<file path="config.mk">
export PLATFORM = sky130hd
export DESIGN_NAME = input_capa_sar_ctrl
export DESIGN_NICKNAME = d
export VERILOG_FILES = /design/src/rtl/input_capa_sar_ctrl.sv
export SDC_FILE = /design/constraint.sdc
export NUM_CORES = 1
export LEC_CHECK = 0
export ABC_AREA = 1
export CORE_MARGIN = 5
export CORE_UTILIZATION = 40
export CTS_CLUSTER_SIZE = 16
export DETAILED_ROUTE_END_ITERATION = 7
export GPL_ROUTABILITY_DRIVEN = 0
export HOLD_SLACK_MARGIN = 0.05
export REMOVE_ABC_BUFFERS = 1
export SLEW_MARGIN = 20
export SYNTH_ARGS = -nofsm -noshare
export SYNTH_HDL_FRONTEND = slang
export SYNTH_SLANG_ARGS = --single-unit
</file>
<file path="constraint.sdc">
create_clock -name clk -period 3.8 [get_ports clk]
set_input_delay 0.57 -clock clk [delete_from_list [all_inputs] [get_ports clk]]
set_output_delay 0.57 -clock clk [all_outputs]
set_load 0.01 [all_outputs]
</file>
<file path="src/rtl/input_capa_sar_ctrl.sv">
// Successive-approximation controller that matches a programmable test capacitance
// against the input capacitance of each enabled channel by comparing propagation times.
module input_capa_sar_ctrl #(
    parameter int unsigned N_CH      = 4,
    parameter int unsigned CODE_W    = 6,
    parameter int unsigned CNT_W     = 16,
    parameter int unsigned RELAX_CYC = 8,
    localparam int unsigned CH_W     = (N_CH > 1) ? $clog2(N_CH) : 1
) (
    input  logic              clk,
    input  logic              rst_n,
    input  logic              start,
    input  logic [N_CH-1:0]   ch_en,
    input  logic              evt_in,
    input  logic              evt_ref,
    input  logic              evt_tst,
    output logic [CH_W-1:0]   ch_sel,
    output logic              stim,
    output logic [CODE_W-1:0] cap_code,
    output logic              busy,
    output logic              res_valid,
    output logic [CH_W-1:0]   res_ch,
    output logic [CODE_W-1:0] res_code,
    output logic [CNT_W-1:0]  res_tref,
    output logic              res_timeout,
    output logic              done
);

    localparam int unsigned BIT_W = $clog2(CODE_W);
    localparam int unsigned RLX_W = (RELAX_CYC > 1) ? $clog2(RELAX_CYC) : 1;

    localparam logic [3:0] StIdle    = 4'd0;
    localparam logic [3:0] StSelect  = 4'd1;
    localparam logic [3:0] StStim    = 4'd2;
    localparam logic [3:0] StWaitIn  = 4'd3;
    localparam logic [3:0] StMeasure = 4'd4;
    localparam logic [3:0] StDecide  = 4'd5;
    localparam logic [3:0] StRelax   = 4'd6;
    localparam logic [3:0] StReport  = 4'd7;
    localparam logic [3:0] StDone    = 4'd8;

    logic [3:0]        state_q, state_d;
    logic [N_CH-1:0]   ch_en_q, ch_en_d;
    logic [N_CH-1:0]   meas_q, meas_d;
    logic [CH_W-1:0]   ch_sel_q, ch_sel_d;
    logic [CODE_W-1:0] cap_code_q, cap_code_d;
    logic [BIT_W-1:0]  bit_q, bit_d;
    logic [CNT_W-1:0]  cnt_q, cnt_d;
    logic [CNT_W-1:0]  t_ref_q, t_ref_d;
    logic [CNT_W-1:0]  t_tst_q, t_tst_d;
    logic              got_ref_q, got_ref_d;
    logic              got_tst_q, got_tst_d;
    logic              timeout_q, timeout_d;
    logic [RLX_W-1:0]  relax_q, relax_d;
    logic              res_valid_q, res_valid_d;
    logic [CH_W-1:0]   res_ch_q, res_ch_d;
    logic [CODE_W-1:0] res_code_q, res_code_d;
    logic [CNT_W-1:0]  res_tref_q, res_tref_d;
    logic              res_timeout_q, res_timeout_d;
    logic              done_q, done_d;

    logic [N_CH-1:0]   pend;
    logic              found;
    logic [CH_W-1:0]   first_ch;
    logic              ref_seen, tst_seen;

    assign pend     = ch_en_q & ~meas_q;
    // An event counts as seen if latched earlier or arriving this cycle
    assign ref_seen = got_ref_q | evt_ref;
    assign tst_seen = got_tst_q | evt_tst;

    // Lowest-index enabled channel not yet measured
    always_comb begin
        found    = 1'b0;
        first_ch = '0;
        for (int i = N_CH - 1; i >= 0; i--) begin
            if (pend[i]) begin
                found    = 1'b1;
                first_ch = CH_W'(i);
            end
        end
    end

    // Next-state and datapath update for the sweep FSM
    always_comb begin
        state_d       = state_q;
        ch_en_d       = ch_en_q;
        meas_d        = meas_q;
        ch_sel_d      = ch_sel_q;
        cap_code_d    = cap_code_q;
        bit_d         = bit_q;
        cnt_d         = cnt_q;
        t_ref_d       = t_ref_q;
        t_tst_d       = t_tst_q;
        got_ref_d     = got_ref_q;
        got_tst_d     = got_tst_q;
        timeout_d     = timeout_q;
        relax_d       = relax_q;
        res_valid_d   = 1'b0;
        res_ch_d      = res_ch_q;
        res_code_d    = res_code_q;
        res_tref_d    = res_tref_q;
        res_timeout_d = res_timeout_q;
        done_d        = 1'b0;
        case (state_q)
            StIdle: begin
                if (start) begin
                    ch_en_d = ch_en;
                    meas_d  = '0;
                    state_d = StSelect;
                end
            end
            StSelect: begin
                if (found) begin
                    ch_sel_d               = first_ch;
                    cap_code_d             = '0;
                    cap_code_d[CODE_W-1]   = 1'b1;
                    bit_d                  = BIT_W'(CODE_W - 1);
                    state_d                = StStim;
                end else begin
                    state_d = StDone;
                end
            end
            StStim: begin
                cnt_d     = '0;
                got_ref_d = 1'b0;
                got_tst_d = 1'b0;
                timeout_d = 1'b0;
                state_d   = StWaitIn;
            end
            StWaitIn: begin
                if (evt_in) begin
                    cnt_d   = '0;
                    state_d = StMeasure;
                end else if (&cnt_q) begin
                    timeout_d = 1'b1;
                    state_d   = StReport;
                end else begin
                    cnt_d = cnt_q + CNT_W'(1);
                end
            end
            StMeasure: begin
                if (evt_ref && !got_ref_q) begin
                    t_ref_d   = cnt_q;
                    got_ref_d = 1'b1;
                end
                if (evt_tst && !got_tst_q) begin
                    t_tst_d   = cnt_q;
                    got_tst_d = 1'b1;
                end
                // Completing events win over a simultaneous counter saturation
                if (ref_seen && tst_seen) begin
                    state_d = StDecide;
                end else if (&cnt_q) begin
                    timeout_d = 1'b1;
                    state_d   = StReport;
                end else begin
                    cnt_d = cnt_q + CNT_W'(1);
                end
            end
            StDecide: begin
                if (t_tst_q > t_ref_q) begin
                    cap_code_d[bit_q] = 1'b0;
                end
                if (bit_q != '0) begin
                    cap_code_d[bit_q - BIT_W'(1)] = 1'b1;
                    bit_d                         = bit_q - BIT_W'(1);
                    relax_d                       = '0;
                    state_d                       = StRelax;
                end else begin
                    state_d = StReport;
                end
            end
            StRelax: begin
                if (relax_q == RLX_W'(RELAX_CYC - 1)) begin
                    state_d = StStim;
                end else begin
                    relax_d = relax_q + RLX_W'(1);
                end
            end
            StReport: begin
                res_valid_d      = 1'b1;
                res_ch_d         = ch_sel_q;
                res_code_d       = cap_code_q;
                res_tref_d       = t_ref_q;
                res_timeout_d    = timeout_q;
                meas_d[ch_sel_q] = 1'b1;
                state_d          = StSelect;
            end
            StDone: begin
                done_d  = 1'b1;
                state_d = StIdle;
            end
            default: state_d = StIdle;
        endcase
    end

    // State registers, all cleared asynchronously
    always_ff @(posedge clk or negedge rst_n) begin
        if (!rst_n) begin
            state_q       <= StIdle;
            ch_en_q       <= '0;
            meas_q        <= '0;
            ch_sel_q      <= '0;
            cap_code_q    <= '0;
            bit_q         <= '0;
            cnt_q         <= '0;
            t_ref_q       <= '0;
            t_tst_q       <= '0;
            got_ref_q     <= 1'b0;
            got_tst_q     <= 1'b0;
            timeout_q     <= 1'b0;
            relax_q       <= '0;
            res_valid_q   <= 1'b0;
            res_ch_q      <= '0;
            res_code_q    <= '0;
            res_tref_q    <= '0;
            res_timeout_q <= 1'b0;
            done_q        <= 1'b0;
        end else begin
            state_q       <= state_d;
            ch_en_q       <= ch_en_d;
            meas_q        <= meas_d;
            ch_sel_q      <= ch_sel_d;
            cap_code_q    <= cap_code_d;
            bit_q         <= bit_d;
            cnt_q         <= cnt_d;
            t_ref_q       <= t_ref_d;
            t_tst_q       <= t_tst_d;
            got_ref_q     <= got_ref_d;
            got_tst_q     <= got_tst_d;
            timeout_q     <= timeout_d;
            relax_q       <= relax_d;
            res_valid_q   <= res_valid_d;
            res_ch_q      <= res_ch_d;
            res_code_q    <= res_code_d;
            res_tref_q    <= res_tref_d;
            res_timeout_q <= res_timeout_d;
            done_q        <= done_d;
        end
    end

    assign stim        = (state_q == StStim) || (state_q == StWaitIn) || (state_q == StMeasure);
    assign busy        = (state_q != StIdle);
    assign ch_sel      = ch_sel_q;
    assign cap_code    = cap_code_q;
    assign res_valid   = res_valid_q;
    assign res_ch      = res_ch_q;
    assign res_code    = res_code_q;
    assign res_tref    = res_tref_q;
    assign res_timeout = res_timeout_q;
    assign done        = done_q;

endmodule

</file>
==> Word-level counts from Yosys, hierarchy flattened <==
Cells that the tools add are included.
{ "classes": {"n_addsub": 3, "order_cmp": 7, "n_eq_ne": 18, "n_mux": 49, "n_bitwise": 8, "n_reduce_logical": 32} }
{ "ops": {"columns": ["operator", "count"], "rows": [
  ["$mux W16", 3],
  ["$pmux W16 S3", 1],
  ["$pmux W4 S8", 1],
  ["$mux W4", 7],
  ["$mux W6", 4],
  ["$reduce_and A2 Y1", 10],
  ["$ne A2 B2 Y1 const B", 9],
  ["$add A16 B1 Y16 const B", 1],
  ["$eq A4 B3 Y1 const B", 4],
  ["$gt A16 B16 Y1", 1],
  ["$reduce_and A16 Y1", 1],
  ["$mux W1", 15],
  ["$mux W3", 4],
  ["$pmux W3 S2", 2],
  ["$pmux W6 S2", 1],
  ["$reduce_and A3 Y1", 3],
  ["$eq A4 B2 Y1 const B", 2],
  ["$lt A3 B4 Y1 const B", 2],
  ["$mux W2", 4],
  ["$pmux W4 S2", 1],
  ["$reduce_bool A2 Y1", 4],
  ["$and A6 B6 Y6", 1],
  ["$demux W1 S3", 2],
  ["$ge A3 B1 Y1 const B", 2],
  ["other kinds (22)", 32]
]} }
{ "word_totals": {"reg_bits": 104} }

==> Longest topological paths before layout <==
{ "depth": {"ltp_word": 11, "mapped_depth": 16, "mapped_depth_nobuf": 16} }

==> Worst setup path before layout <==
Ideal clock, no wire load.
{ "synth_path": {"path_type": "register -> register", "startpoint": "register cnt_q[0]", "endpoint": "register cnt_q[0]", "setup_ns": 0.130, "arrival_ns": 1.569, "slack_ns": 2.101, "path_stages_with_launch": 12, "period_less_slack_ns": 1.699, "path_cell_list": "dfrtp_1 > ha_1 > nand2_1 > nor2_1 > nand2_1 > nor2_1 > nand4_2 > nand2_2 > buf_6 > nand2_1 > nand2_1 > a31oi_1"} }
{ "synth_via": {"elab_chain_len": 4} }
{ "synth_rtl": {"columns": ["element", "line", "text"], "rows": [
  ["start, declared", "48", "logic [CNT_W-1:0] cnt_q, cnt_d;"],
  ["start signal, assigned", "227", "cnt_q <= cnt_d;"],
  ["$add A16 B1 Y16 or $reduce_and A16 Y1 (tied branches)", null, null],
  ["$mux W16 (*)", "135, 154", null],
  ["$mux W16 (on tied branches)", "152, 132", null],
  ["$pmux W16 S3 (*)", "105", "case (state_q)"]
]} }
Every way passes the cells marked *; elsewhere a longest branch is shown, timed or not. The select of a mux whose other input is x is not followed.
A chain may end at the register's enable or synchronous reset.

==> Worst setup path in the final report <==
{ "layout_path": {"startpoint": "register state_q[3]", "endpoint": "output port stim"} }
{ "layout_via": {"elab_chain_len": 3} }
{ "layout_rtl": {"columns": ["element", "line", "text"], "rows": [
  ["start, declared", "42", "logic [3:0] state_q, state_d;"],
  ["start signal, assigned", "201", "state_q <= StIdle;"],
  ["start signal, assigned", "221", "state_q <= state_d;"],
  ["$eq A4 B2 Y1", "243", "assign stim = (state_q == StStim) || (state_q == StWaitIn) || (state_q == StMeasure);"],
  ["$logic_or A1 B1 Y1", "243", null],
  ["$logic_or A1 B1 Y1 (*)", "243", null],
  ["end, declared", "18", "output logic stim,"]
]} }
Every way passes the cells marked *; elsewhere a longest branch is shown, timed or not.

==> flow_summary_export.csv <==
group,metric,value,unit
sta,setup_viol,0,
drt,routed_wl,10.84,mm
placed_design,hpwl,7.884,mm
sta,hold_violations,0,
layout,area_growth,19.45,%
sta,fin_crit_sh,65.21,%
sta,fin_setup_tns,0,ns
grt,met1_usage,21.71,%
floorplan,initial_core_util,40.41,%
clock_tree,path_clk_slew,0.07,ns
clock_tree,cts.path.max_buffers,2,
clock_tree,post_cts_buffers,0,
clock_tree,htreeDepth,3,
clock_tree,cts_buffers,9,
synthesis,synth_top_area_cell,"dfrtp_1",
synthesis,synth_cells,612,
sta,rsz0062_at_grt,"no",
synthesis,ys_seq_area_share,51.66,%
floorplan,die_w,122.2,um
clock_tree,cts.sinks,104,
drt,initialDrtViolationCount,186,
floorplan,coreArea,12470,um^2
drt,vias,4044,
worst_setup_path,worstPathRequired,3.23,ns
pwr,seqPwrFrac,38.5,%
pwr,intPower,2.400,mW
pwr,pwr-share-clk,26.1,%
sta,whs,0.2922,ns
placed_design,place_ws,1.412,ns
clock_tree,cts_resized,0,
synthesis,synthArstFlopShare,100.0,%
grt,use_met2,24.77,%
sta,drv_slew,0,
sta,slew_headroom,50.00,%
pwr,p_leak,2.796,nW
synthesis,synth-edff-count,0,
placed_design,port_buffers,46,
synthesis,syn_area_per_cell,8.231,um^2
sta,setup_slack,1.322,ns
drt,drcViolationCount,0,
grt,grt_usage,15.81,%
synthesis,yosysTopAreaCellShare,51.66,%
grt,grt_pass1_vias,3967,
drt,firstDrtPassIters,4,
grt,grt.met3_usage,2.995,%
layout,final_cells,838,
worst_setup_path,r2r_setup_slack,1.60,ns
min_path,min_path_type,"in2async",
synthesis,ys_warn_count,0,
sta,timing.fmax,0.4036,GHz
clock_tree,insertion_delay,0.35,ns
clock_tree,cts_tree,"built",
pwr,peakVddDrop,0.0004370,V
pwr,p_switching,1.399,mW
layout,final_layout_size_suffix_gt1_share,5.706,%
sta,period_minus_slack,2.478,ns
grt,busiest_layer,"met2",
worst_setup_path,start_kind,"flop",
synthesis,synth_cell_types,37,
worst_setup_path,cp-end-kind,"primary output",
drt,avgRoutedWirePerCell,12.94,um
floorplan,rows,41,
pwr,sw_frac_of_total,36.83,%
grt,grt_pass1_wl,18.82,mm
synthesis,yosysMostFrequentCell,"nand2_1",
drt,drtAntennaViolNets,0,
clock_tree,holdBufCountCts,0,
worst_setup_path,crit_start,"state_q[3]",
clock_tree,cts-root-buf,"clkbuf_16",
worst_setup_path,critPathArrivalTime,1.91,ns
layout,antennaDiodeCount,0,
synthesis,synth-seq-cells,104,
layout,fillerInstances,1241,
worst_setup_path,cp_max_fo,6,
floorplan,die_h,122.2,um
layout,layout.nets,692,
synthesis,synthTopCellsByCount,"174 x nand2_1, 104 x dfrtp_1, 74 x o21ai_0",
pwr,power.density,631.4,nW/um^2
flow_run,cap_violations,0,
worst_setup_path,path_class,"reg2out",
placed_design,dp.cells,822,
grt,grt_max_degree,61,
floorplan,die-area,14940,um^2
synthesis,syn_area,5037,um^2
floorplan,io-pin-count,47,
drt,routed_via_density,4.826,
pwr,power_frac_comb,35.3,%
sta,skew,0.007095,ns
grt,antenna_found_initial,0,
worst_setup_path,r2r_start,"cnt_q[0]",
grt,overflow,0,
layout,post-route-util,48.27,%
synthesis,synth.area.top_cells,"dfrtp_1 52%, nand2_1 13%, o21ai_0 7.4%",
status,status,"finished clean",
sta,tightest_slew,0.7501,ns
synthesis,synthFlopType,"dfrtp_1",
## worst max-delay path, stage by stage, from the launching register on
cell and delay [ns]:
dfrtp_1 0.38, inv_1 0.13, nand2_2 0.10, nor2_4 0.22, inv_4 0.08, nand2_1 0.11
clkdlybuf4s50_1 0.54
## state kept, by name (all words and copies together) (netlist names)
signal and flops:
cnt_q 16, res_tref 16, t_ref_q 16, t_tst_q 16
cap_code 6, res_code 6, ch_en_q 4, meas_q 4
state_q 4, bit_q 3, relax_q 3, ch_sel 2
res_ch 2, done 1, got_ref_q 1, got_tst_q 1
res_timeout 1, res_valid 1, timeout_q 1
## metrics by stage
step | cell area, um^2 | power (mW)
after floorplan | 4976 | 2.348
after global routing | 6017 | 4.092
after global placement | 5694 | 2.800
after detailed placement | 5694 | 2.839
after CTS | 6017 | 3.851
final | 6017 | 3.799
## logic make-up (layout without fill, tap and decap cells)
logic type	Yosys count	after routing	synth area share (%)
AO/OA/AOI/OAI	111	111	12.10
AND/OR/NAND/NOR	284	284	23.65
buffers and inverters	89	143	6.855
XOR/XNOR	3	3	0.5217
flip-flops	104	104	51.66
adder cells (fa/ha/maj)	21	21	5.216
## path summary, 6_finish.rpt
check | endpoint | depth (start not counted)
worst max-delay path | stim | 6
worst min-delay path | res_tref[4] | 1
worst max register to register | cnt_q[4] | 10
worst min register to register | res_code[2] | 2
max in group asynchronous | res_code[0] | 2
min in group clk | res_code[2] | 2
## area by class of cell
| type | count | area, um^2 | area share [%] |
|---|---|---|---|
| tap | 172 | 215.2 | 3.577 |
| timing repair buffer | 52 | 503.0 | 8.359 |
| clock buffer | 11 | 242.7 | 4.034 |
| multi-input combinational | 419 | 2090 | 34.73 |
| sequential | 104 | 2603 | 43.25 |
| clock inverter | 5 | 80.08 | 1.331 |
| inverter | 75 | 284.0 | 4.720 |
## power groups by stage
stage	combinational [mW]	sequential [mW]	clock, mW
finish	1.34	1.46	0.993
global route	1.54	1.49	1.07
CTS	1.36	1.46	1.02
detailed placement	1.36	1.48	0
global placement	1.32	1.48	0
floorplan	0.867	1.48	0
## cell usage in the layout, fill, tap and decap left out, drive strengths merged, types with 2 or more instances in the layout
cell / instances
dfrtp: 104
nor3: 16
clkdlybuf4s50: 45
buf: 7
clkbuf: 11
nand3: 32
clkinv: 3
clkinvlp: 2
inv: 73
nor2: 49
bufinv: 2
xor2: 2
o22ai: 5
a21oi: 18
nand2: 177
a22o: 2
nand4: 7
o211ai: 4
ha: 21
o21ai: 77
## per-layer routing
layer	routed length, um	share of wire, %
met1	5389	50
met2	4934	45
met3	337	3.1
met4	182	1.7
met5	0	0
(Power assumes the default switching activity.)
